### config.mk
export PLATFORM = sky130hd
export DESIGN_NAME = issue_sched_ctrl
export DESIGN_NICKNAME = d
export VERILOG_FILES = /design/src/rtl/issue_sched_ctrl.sv
export SDC_FILE = /design/constraint.sdc
export NUM_CORES = 1
export LEC_CHECK = 0
export ABC_AREA = 1
export BUFFER_PORTS_ARGS = -buffer_cell sky130_fd_sc_hd__buf_2
export CORE_ASPECT_RATIO = 0.5
export CORE_UTILIZATION = 43
export CTS_BUF_LIST = sky130_fd_sc_hd__clkbuf_8
export DETAILED_ROUTE_END_ITERATION = 12
export PLACE_DENSITY = 0.66
export SETUP_SLACK_MARGIN = 0.2
export SLEW_MARGIN = 20
export SYNTH_ARGS = -nofsm -noshare
export SYNTH_HDL_FRONTEND = slang
export SYNTH_SLANG_ARGS = --single-unit
### constraint.sdc
create_clock -name clk -period 3.45 [get_ports clk]
set_clock_uncertainty 0.05 [all_clocks]
set_input_delay 0.345 -clock clk [delete_from_list [all_inputs] [get_ports clk]]
set_output_delay 0.345 -clock clk [all_outputs]
set_load 0.01 [all_outputs]
### src/rtl/issue_sched_ctrl.sv
// issue_sched_ctrl: dual-slot issue scheduler with long-latency scoreboard, in-flight counter and privileged serialisation FSM.
// Define ISSUE_DUAL_EN to allow slot1 co-issue; otherwise the block is single-issue.
module issue_sched_ctrl #(
  parameter int NREG = 32,
  parameter int INFL_W = 4
) (
  input  logic              clk,
  input  logic              rstn,
  input  logic              flush,
  input  logic [1:0]        in_valid,
  input  logic [4:0]        in_rd0,
  input  logic [4:0]        in_rd1,
  input  logic [4:0]        in_rj0,
  input  logic [4:0]        in_rj1,
  input  logic [4:0]        in_rk0,
  input  logic [4:0]        in_rk1,
  input  logic [1:0]        in_we,
  input  logic [1:0]        in_long,
  input  logic [1:0]        in_priv,
  input  logic              out_ready,
  input  logic [1:0]        wb_valid,
  input  logic [4:0]        wb_rd0,
  input  logic [4:0]        wb_rd1,
  input  logic [1:0]        retire_cnt,
  input  logic              priv_done,
  output logic [1:0]        issue_valid,
  output logic [1:0]        in_take,
  output logic [NREG-1:0]   busy_vec,
  output logic [1:0]        sched_state,
  output logic [INFL_W-1:0] inflight
);
  typedef enum logic [1:0] {NORM = 2'd0, DRAIN = 2'd1, PWAIT = 2'd2} state_t;
  localparam logic [INFL_W:0] MAX = (INFL_W+1)'((1 << INFL_W) - 1);
  state_t state, state_n;
  logic v0, h0, cap0, drained, pair1;
  logic [1:0] issue;
  logic [INFL_W:0] sum;
  logic [INFL_W-1:0] inflight_n;
  logic [NREG-1:0] set, clr, busy_n;
  // r0 is never busy, so the register-0 checks fall out of the scoreboard itself
  assign v0 = in_valid[0] & rstn;
  assign h0 = busy_vec[in_rj0] | busy_vec[in_rk0] | (in_we[0] & busy_vec[in_rd0]);
  assign cap0 = ({1'b0, inflight} + (INFL_W+1)'(1)) <= MAX;
  assign drained = INFL_W'(retire_cnt) >= inflight;
`ifdef ISSUE_DUAL_EN
  logic v1, h1, cap1;
  assign v1 = in_valid[1] & rstn;
  assign cap1 = ({1'b0, inflight} + (INFL_W+1)'(2)) <= MAX;
  assign h1 = busy_vec[in_rj1] | busy_vec[in_rk1] | (in_we[1] & busy_vec[in_rd1])
    | (in_we[0] & (in_rd0 != 5'd0) & ((in_rd0 == in_rj1) | (in_rd0 == in_rk1) | (in_we[1] & (in_rd0 == in_rd1))))
    | (in_long[0] & in_long[1]);
  assign pair1 = v1 & ~in_priv[1] & ~h1 & cap1;
`else
  logic unused_slot1;
  assign unused_slot1 = ^{in_valid[1], in_rj1, in_rk1, in_priv[1]};
  assign pair1 = 1'b0;
`endif
  always_comb begin
    issue = 2'b00;
    state_n = state;
    case (state)
      NORM: if (v0 & in_priv[0]) begin
        issue[0] = (inflight == '0) & out_ready;
        state_n = (inflight != '0) ? DRAIN : out_ready ? PWAIT : NORM;
      end else begin
        issue[0] = v0 & ~h0 & out_ready & cap0;
        issue[1] = issue[0] & pair1;
      end
      DRAIN: begin
        issue[0] = v0 & drained & out_ready;
        state_n = issue[0] ? PWAIT : DRAIN;
      end
      PWAIT: state_n = priv_done ? NORM : PWAIT;
      default: state_n = NORM;
    endcase
    if (flush) begin
      issue = 2'b00;
      state_n = NORM;
    end
  end
  // a new long-latency set beats a writeback clear of the same register
  always_comb begin
    set = '0;
    clr = '0;
    if (issue[0] & in_we[0] & in_long[0]) set[in_rd0] = 1'b1;
    if (issue[1] & in_we[1] & in_long[1]) set[in_rd1] = 1'b1;
    if (wb_valid[0]) clr[wb_rd0] = 1'b1;
    if (wb_valid[1]) clr[wb_rd1] = 1'b1;
    busy_n = (busy_vec & ~clr) | set;
    busy_n[0] = 1'b0;
  end
  assign sum = {1'b0, inflight} + (INFL_W+1)'(issue[0]) + (INFL_W+1)'(issue[1]);
  assign inflight_n = (sum < (INFL_W+1)'(retire_cnt)) ? '0 : INFL_W'(sum - (INFL_W+1)'(retire_cnt));
  always_ff @(posedge clk or negedge rstn)
    if (!rstn) begin
      state <= NORM;
      busy_vec <= '0;
      inflight <= '0;
    end else if (flush) begin
      state <= NORM;
      busy_vec <= '0;
      inflight <= '0;
    end else begin
      state <= state_n;
      busy_vec <= busy_n;
      inflight <= inflight_n;
    end
  assign issue_valid = issue;
  assign in_take = issue;
  assign sched_state = state;
  retire_le_inflight: assert property (@(posedge clk) disable iff (!rstn || flush) (INFL_W+1)'(retire_cnt) <= sum);
endmodule

==> metrics, run 1 <==
RSZ-0062 raised after global routing=no; Area Overhead vs Synth=17.1%; largest net degree at the start of global routing=38; leakage=2.27 nW; Rows=23; Final GP Congestion=0.953; final hold slack=0.102 ns; H-tree depth=2; worst reg2reg endpoint=inflight[3]; Critical Path AT=3.17 ns; peak supply drop=0.245 mV; GRT overflow=0; kind of critical path=flop to flop; Post-CTS Hold Buffers=0; yosys warns=0; first-pass GRT wire length=20.4 mm; via count=4404; worst skew pair latency=0.29 ns; final wirelength=13.2 mm; EDFF count, synth=0; # IOs=99; CP Capture Type=flop; CTS Root Cell=clkbuf_8; PD cells=324 mW/mm²; antenna violations before repair=0; outcome=completed; Pins Over Slew Limit=0; Hold Vio Cnt, Final=0; First-pass DRT Iterations=5; reg2reg start=busy_vec[20]; number of diodes=0; syn_area_per_cell=6.15 µm²; # DRC=0; Slew @ Worst Pin=1.15 ns; worst reg2reg setup slack=0.41 ns; wire per inst=16.5 µm; vias in the first global route=3876; Cells after DPL=785; drt via density=5.50; top-area cell type share of the netlist area=24.7%; Tcrit/Tclk final=88.1%; synth unique cells=36; synthesized area=0.00374 mm²; register area share after synthesis=24.7%; placed wire-length estimate=9.87 mm; Clk pin slew, worst setup/hold paths=0.08 ns; Routed Antenna Nets=0; Layout Utilization=53.3%; reg2reg path depth=22; Core Area=0.00823 mm²; Critical Path Source Type=flop; clock sinks=37; Iter 0 DRT Violations=370; Total GRT Usage=29.7%; TritonCTS buffer count=5; worst min path class=primary input to async pin; CTS tree=built; Top FF cell, synth=dfrtp_1; share of layout cells above drive strength 1=22.1%; FILL cells=898; asr flop ratio synth=100%; max-cap violations=0; Die X=134 µm; FF+latch count, synth=37; final setup fails=0; worst rel slew slack=22.9%; CP Max Fanout=4; initial core utilization=45.5%; total power=1.42 mW; fin nets=755; area leader, netlist=dfrtp_1; Fmax=329 MHz; Final min period=3.04 ns; Port Buffer Count=76; cells after synthesis=609; Die Height=68.0 µm; Die Area=0.00911 mm²; Crit path required time=3.58 ns; top cells by area, synth=dfrtp_1 (25%), nand2_1 (16%), inv_1 (8.5%), nand3_1 (7.9%), a21oi_1 (7.2%); Bufs on Longest Clock Path=2; non-filler cells, final=801
==> sequential cells by signal, summed over array words and instances, names as in the netlist <==
| register | cells |
|---|---|
| sched_state | 2 |
| inflight | 4 |
| busy_vec | 31 |
==> critical path, cell delays in order (launching register included) <==
cell	delay [ns]
dfrtp_1	0.38
inv_1	0.18
o21ai_0	0.13
nand2_1	0.08
nand2_1	0.06
nand2_1	0.06
nand2_1	0.05
nor2_1	0.09
nand2_1	0.07
a21oi_1	0.12
nand2_1	0.07
nand2_1	0.07
nand2_2	0.08
a21oi_4	0.18
ha_4	0.17
ha_4	0.19
ha_1	0.27
inv_1	0.05
nor2_1	0.04
nor3b_2	0.20
buf_4	0.14
xor2_1	0.15
nor2_1	0.05
==> synth_stat cells, types with 2 or more instances <==
master / n
nand2_1: 164
inv_1: 85
nand3_1: 59
a21oi_1: 54
nor2_1: 51
dfrtp_1: 37
nand4_1: 31
o21ai_0: 31
nor3_1: 29
buf_6: 16
ha_1: 9
o211ai_1: 6
buf_4: 5
xor2_1: 3
a21oi_2: 2
a22oi_1: 2
buf_2: 2
clkbuf_1: 2
clkbuf_4: 2
inv_2: 2
nand4_2: 2
==> layout by cell type, fill, tap and decap left out, drive strengths merged, types with 29 or more instances in the layout <==
master	Yosys	layout
nand2	166	166
inv	87	88
a21oi	56	56
buf	23	99
nor2	51	51
o21ai	32	32
nand3	59	59
nor3	29	29
nand4	33	33
dfrtp	37	37
==> cell families after synthesis <==
family / synth area share [%]
xor gates and xnor gates: 0.936
and+or+nand+nor: 39.8
other: 0.100
AOI/OAI and AO/OA: 14.6
adders and majority gates: 3.54
buffers and inverters: 16.3
DFF: 24.7
==> stage by stage <==
stage	TNS (ns)	setup slack (ns)	cell area, µm²
after floorplan	0	0.260	3750
after global placement	0	0.0231	4140
after detailed placement	-0.0555	-0.0461	4140
after CTS	0	0.204	4260
after global routing	0	0.178	4380
final	0	0.412	4380
==> routing by layer <==
metal	GRT usage, %	up-vias	routed length [µm]
li1	-	2146	-
met1	41.9	2022	5930
met2	45.4	228	5530
met3	9.11	8	1720
met4	3.55	0	68
met5	0	-	0
==> worst max-delay path by stage <==
stage | start | to | slack, ns | depth (start not counted)
6_report | busy_vec[20] | inflight[3] | 0.41 | 22
5_1_grt | inflight[1] | inflight[3] | 0.18 | 20
4_1_cts | busy_vec[3] | inflight[3] | 0.20 | 22
3_5_place_dp | in_rd0[0] | inflight[3] | -0.05 | 24
3_3_place_gp | in_rd0[0] | inflight[3] | 0.02 | 24
2_1_floorplan | inflight[0] | inflight[3] | 0.26 | 20
==> where the power goes <==
group	internal (mW)	switching, mW	total, mW
Sequential	0.457	0.0435	0.500
Clock	0.233	0.164	0.397
Combinational	0.206	0.319	0.525
==> cell type report <==
class / count / area [µm²] / area share [%]
multi-input combinational: 456 / 2280 / 52.1
sequential: 37 / 930 / 21.2
timing repair buffer: 99 / 578 / 13.2
inverter: 89 / 335 / 7.65
tap: 112 / 140 / 3.20
clock buffer: 6 / 82.6 / 1.88
clock inverter: 2 / 33.8 / 0.771
==> repair_timing <==
item,in CTS,in global routing
endpoints found under the setup margin,4,4
resized for setup,3,35
buffers inserted,0,8
pin swaps,0,7
gates cloned,0,0
hold endpoints to repair,0,0
(Power assumes the default switching activity.)
==> inputs of run 2 (changes only) <==
--- a/config.mk
+++ b/config.mk
@@ -9,7 +9,7 @@
 export BUFFER_PORTS_ARGS = -buffer_cell sky130_fd_sc_hd__buf_2
 export CORE_ASPECT_RATIO = 0.5
 export CORE_UTILIZATION = 43
-export CTS_BUF_LIST = sky130_fd_sc_hd__clkbuf_8
+export CTS_BUF_LIST = sky130_fd_sc_hd__clkbuf_4 sky130_fd_sc_hd__clkbuf_8
 export DETAILED_ROUTE_END_ITERATION = 12
 export PLACE_DENSITY = 0.66
 export SETUP_SLACK_MARGIN = 0.2
==> metrics, run 2 (synthesized netlist as in run 1, its figures left out) <==
outcome=completed; final hold slack=0.109 ns (+0.00728 ns); Fmax=329 MHz (about the same); pre-CTS setup slack=-0.0461 ns (unchanged); clock sinks=37 (unchanged); worst rel slew slack=24.6% (+1.7 points); Die Height=68.0 µm (unchanged); worst reg2reg setup slack=0.41 ns (about the same); Rows=23 (unchanged); fin nets=755 (unchanged); CP Max Fanout=4 (unchanged); Bufs on Longest Clock Path=2 (unchanged); Tcrit/Tclk final=88.0% (about the same); drt via density=5.49 (-0.18%); Hold Vio Cnt, Final=0 (unchanged); final instance area=0.00439 mm² (about the same); Slew @ Worst Pin=1.12 ns (-0.0248 ns); number of diodes=0 (unchanged); share of layout cells above drive strength 1=22.1% (unchanged); Top Layer Used=met4; PD cells=326 mW/mm² (+0.59%); Crit path required time=3.58 ns (about the same); vias in the first global route=3859 (-0.44%); CP Capture Type=flop; Port Buffer Count=76 (unchanged); Largest Register=busy_vec; H-tree depth=2 (unchanged); Pins Over Slew Limit=0 (unchanged); reg2reg path depth=22 (unchanged); Critical Path Source Type=flop; Post-CTS Hold Buffers=0 (unchanged); first-pass GRT wire length=20.4 mm (about the same); worst reg2reg endpoint=inflight[3]; Die Area=0.00911 mm² (unchanged); final wirelength=13.2 mm (-0.43%); leakage=2.27 nW (about the same); met3 WL post-DR=1.58 mm (-7.6%); First-pass DRT Iterations=5 (unchanged); via count=4396 (-0.18%); leading cell type in the layout, fill and taps excluded=nand2_1; CTS Root Cell=clkbuf_8; Area Overhead vs Synth=17.2% (about the same); met2 wire length=5.50 mm (-0.45%); max reg flops=31 (unchanged); RSZ-0062 raised after global routing=no; peak supply drop=0.243 mV (-0.51%); reg2reg start=busy_vec[20]; CTS tree=built; placed wire-length estimate=9.87 mm (unchanged); worst skew pair latency=0.29 ns (about the same); Total GRT Usage=29.7% (about the same); Core Area=0.00823 mm² (unchanged); most frequent cells in the layout=nand2_1 (161), buf_2 (76), inv_1 (64); Critical Path AT=3.17 ns (about the same); final setup fails=0 (unchanged); Final GP Congestion=0.953 (unchanged); wire per inst=16.5 µm (-0.43%); max-cap violations=0 (unchanged); Clk pin slew, worst setup/hold paths=0.08 ns (about the same); total power=1.43 mW (+0.68%); # IOs=99 (unchanged); Iter 0 DRT Violations=354 (-4.3%); Routed Antenna Nets=0 (unchanged); PnR worst setup slack=0.414 ns (+0.00231 ns); antenna violations before repair=0 (unchanged); TritonCTS buffer count=5 (unchanged); M1 wire length=6.03 mm (+1.7%); worst min path class=primary input to async pin; # DRC=0 (unchanged); GRT overflow=0 (unchanged); Die X=134 µm (unchanged); Final min period=3.04 ns (-0.00231 ns); initial core utilization=45.5% (unchanged); largest net degree at the start of global routing=38 (unchanged); kind of critical path=flop to flop; Placement Cell Area=0.00414 mm² (unchanged)
-- run 2: changes by cell type in the layout (fill, tap and decap cells not counted), sizes merged --
cell    delta
clkbuf     +1
inv        -1
-- run 2: power by group --
group          switching (mW)  internal (mW)  total (mW)
clock                   0.165          0.244       0.408
sequential             0.0427          0.457       0.500
combinational           0.317          0.207       0.524
total                   0.525          0.907        1.43
-- run 2: layout make-up --
cell class                 instances  area, µm²
timing repair buffer              99        578
inverter                          89        335
fill                             899       3840
clock inverter                     1       30.0
clock buffer                       7       90.1
tap                              112        140
sequential                        37        930
multi-input combinational        456       2280
-- run 2: worst max path at each step --
stage / from / endpoint / cells past startpoint
6_report: busy_vec[20] / inflight[3] / 22
3_3_place_gp: in_rd0[0] / inflight[3] / 24
2_1_floorplan: inflight[0] / inflight[3] / 20
4_1_cts: busy_vec[3] / inflight[3] / 22
5_1_grt: inflight[1] / inflight[3] / 20
3_5_place_dp: in_rd0[0] / inflight[3] / 24
-- run 2: worst max-delay path: stages, from the launching register on --
cell and delay [ns]:
dfrtp_1 0.38, inv_1 0.19, o21ai_0 0.13, nand2_1 0.08
nand2_1 0.06, nand2_1 0.06, nand2_1 0.05, nor2_1 0.09
nand2_1 0.07, a21oi_1 0.12, nand2_1 0.07, nand2_1 0.07
nand2_2 0.08, a21oi_4 0.18, ha_4 0.17, ha_4 0.19
ha_1 0.27, inv_1 0.05, nor2_1 0.04, nor3b_2 0.20
buf_4 0.14, xor2_1 0.15, nor2_1 0.05
-- run 2: layer usage --
metal	up-vias	GRT usage [%]
met5	-	0
met1	2028	42.0
met2	210	45.3
met4	0	3.55
li1	2150	-
met3	8	9.11
-- run 2: repair_timing --
item                                    CTS  global route
setup buffers                             0             8
hold endpoints to repair                  0             0
gates resized for setup                   3            34
pin swaps                                 0             7
endpoints found under the setup margin    4             4
-- run 2: stage by stage --
step | setup TNS [ns] | std cells | utilization [%]
3_5_place_dp | -0.0555 | 785 | 50.2
4_1_cts | 0 | 793 | 51.8
3_3_place_gp | 0 | 785 | 50.2
6_report | 0 | 801 | 53.3
5_1_grt | 0 | 801 | 53.3
2_1_floorplan | 0 | 611 | -
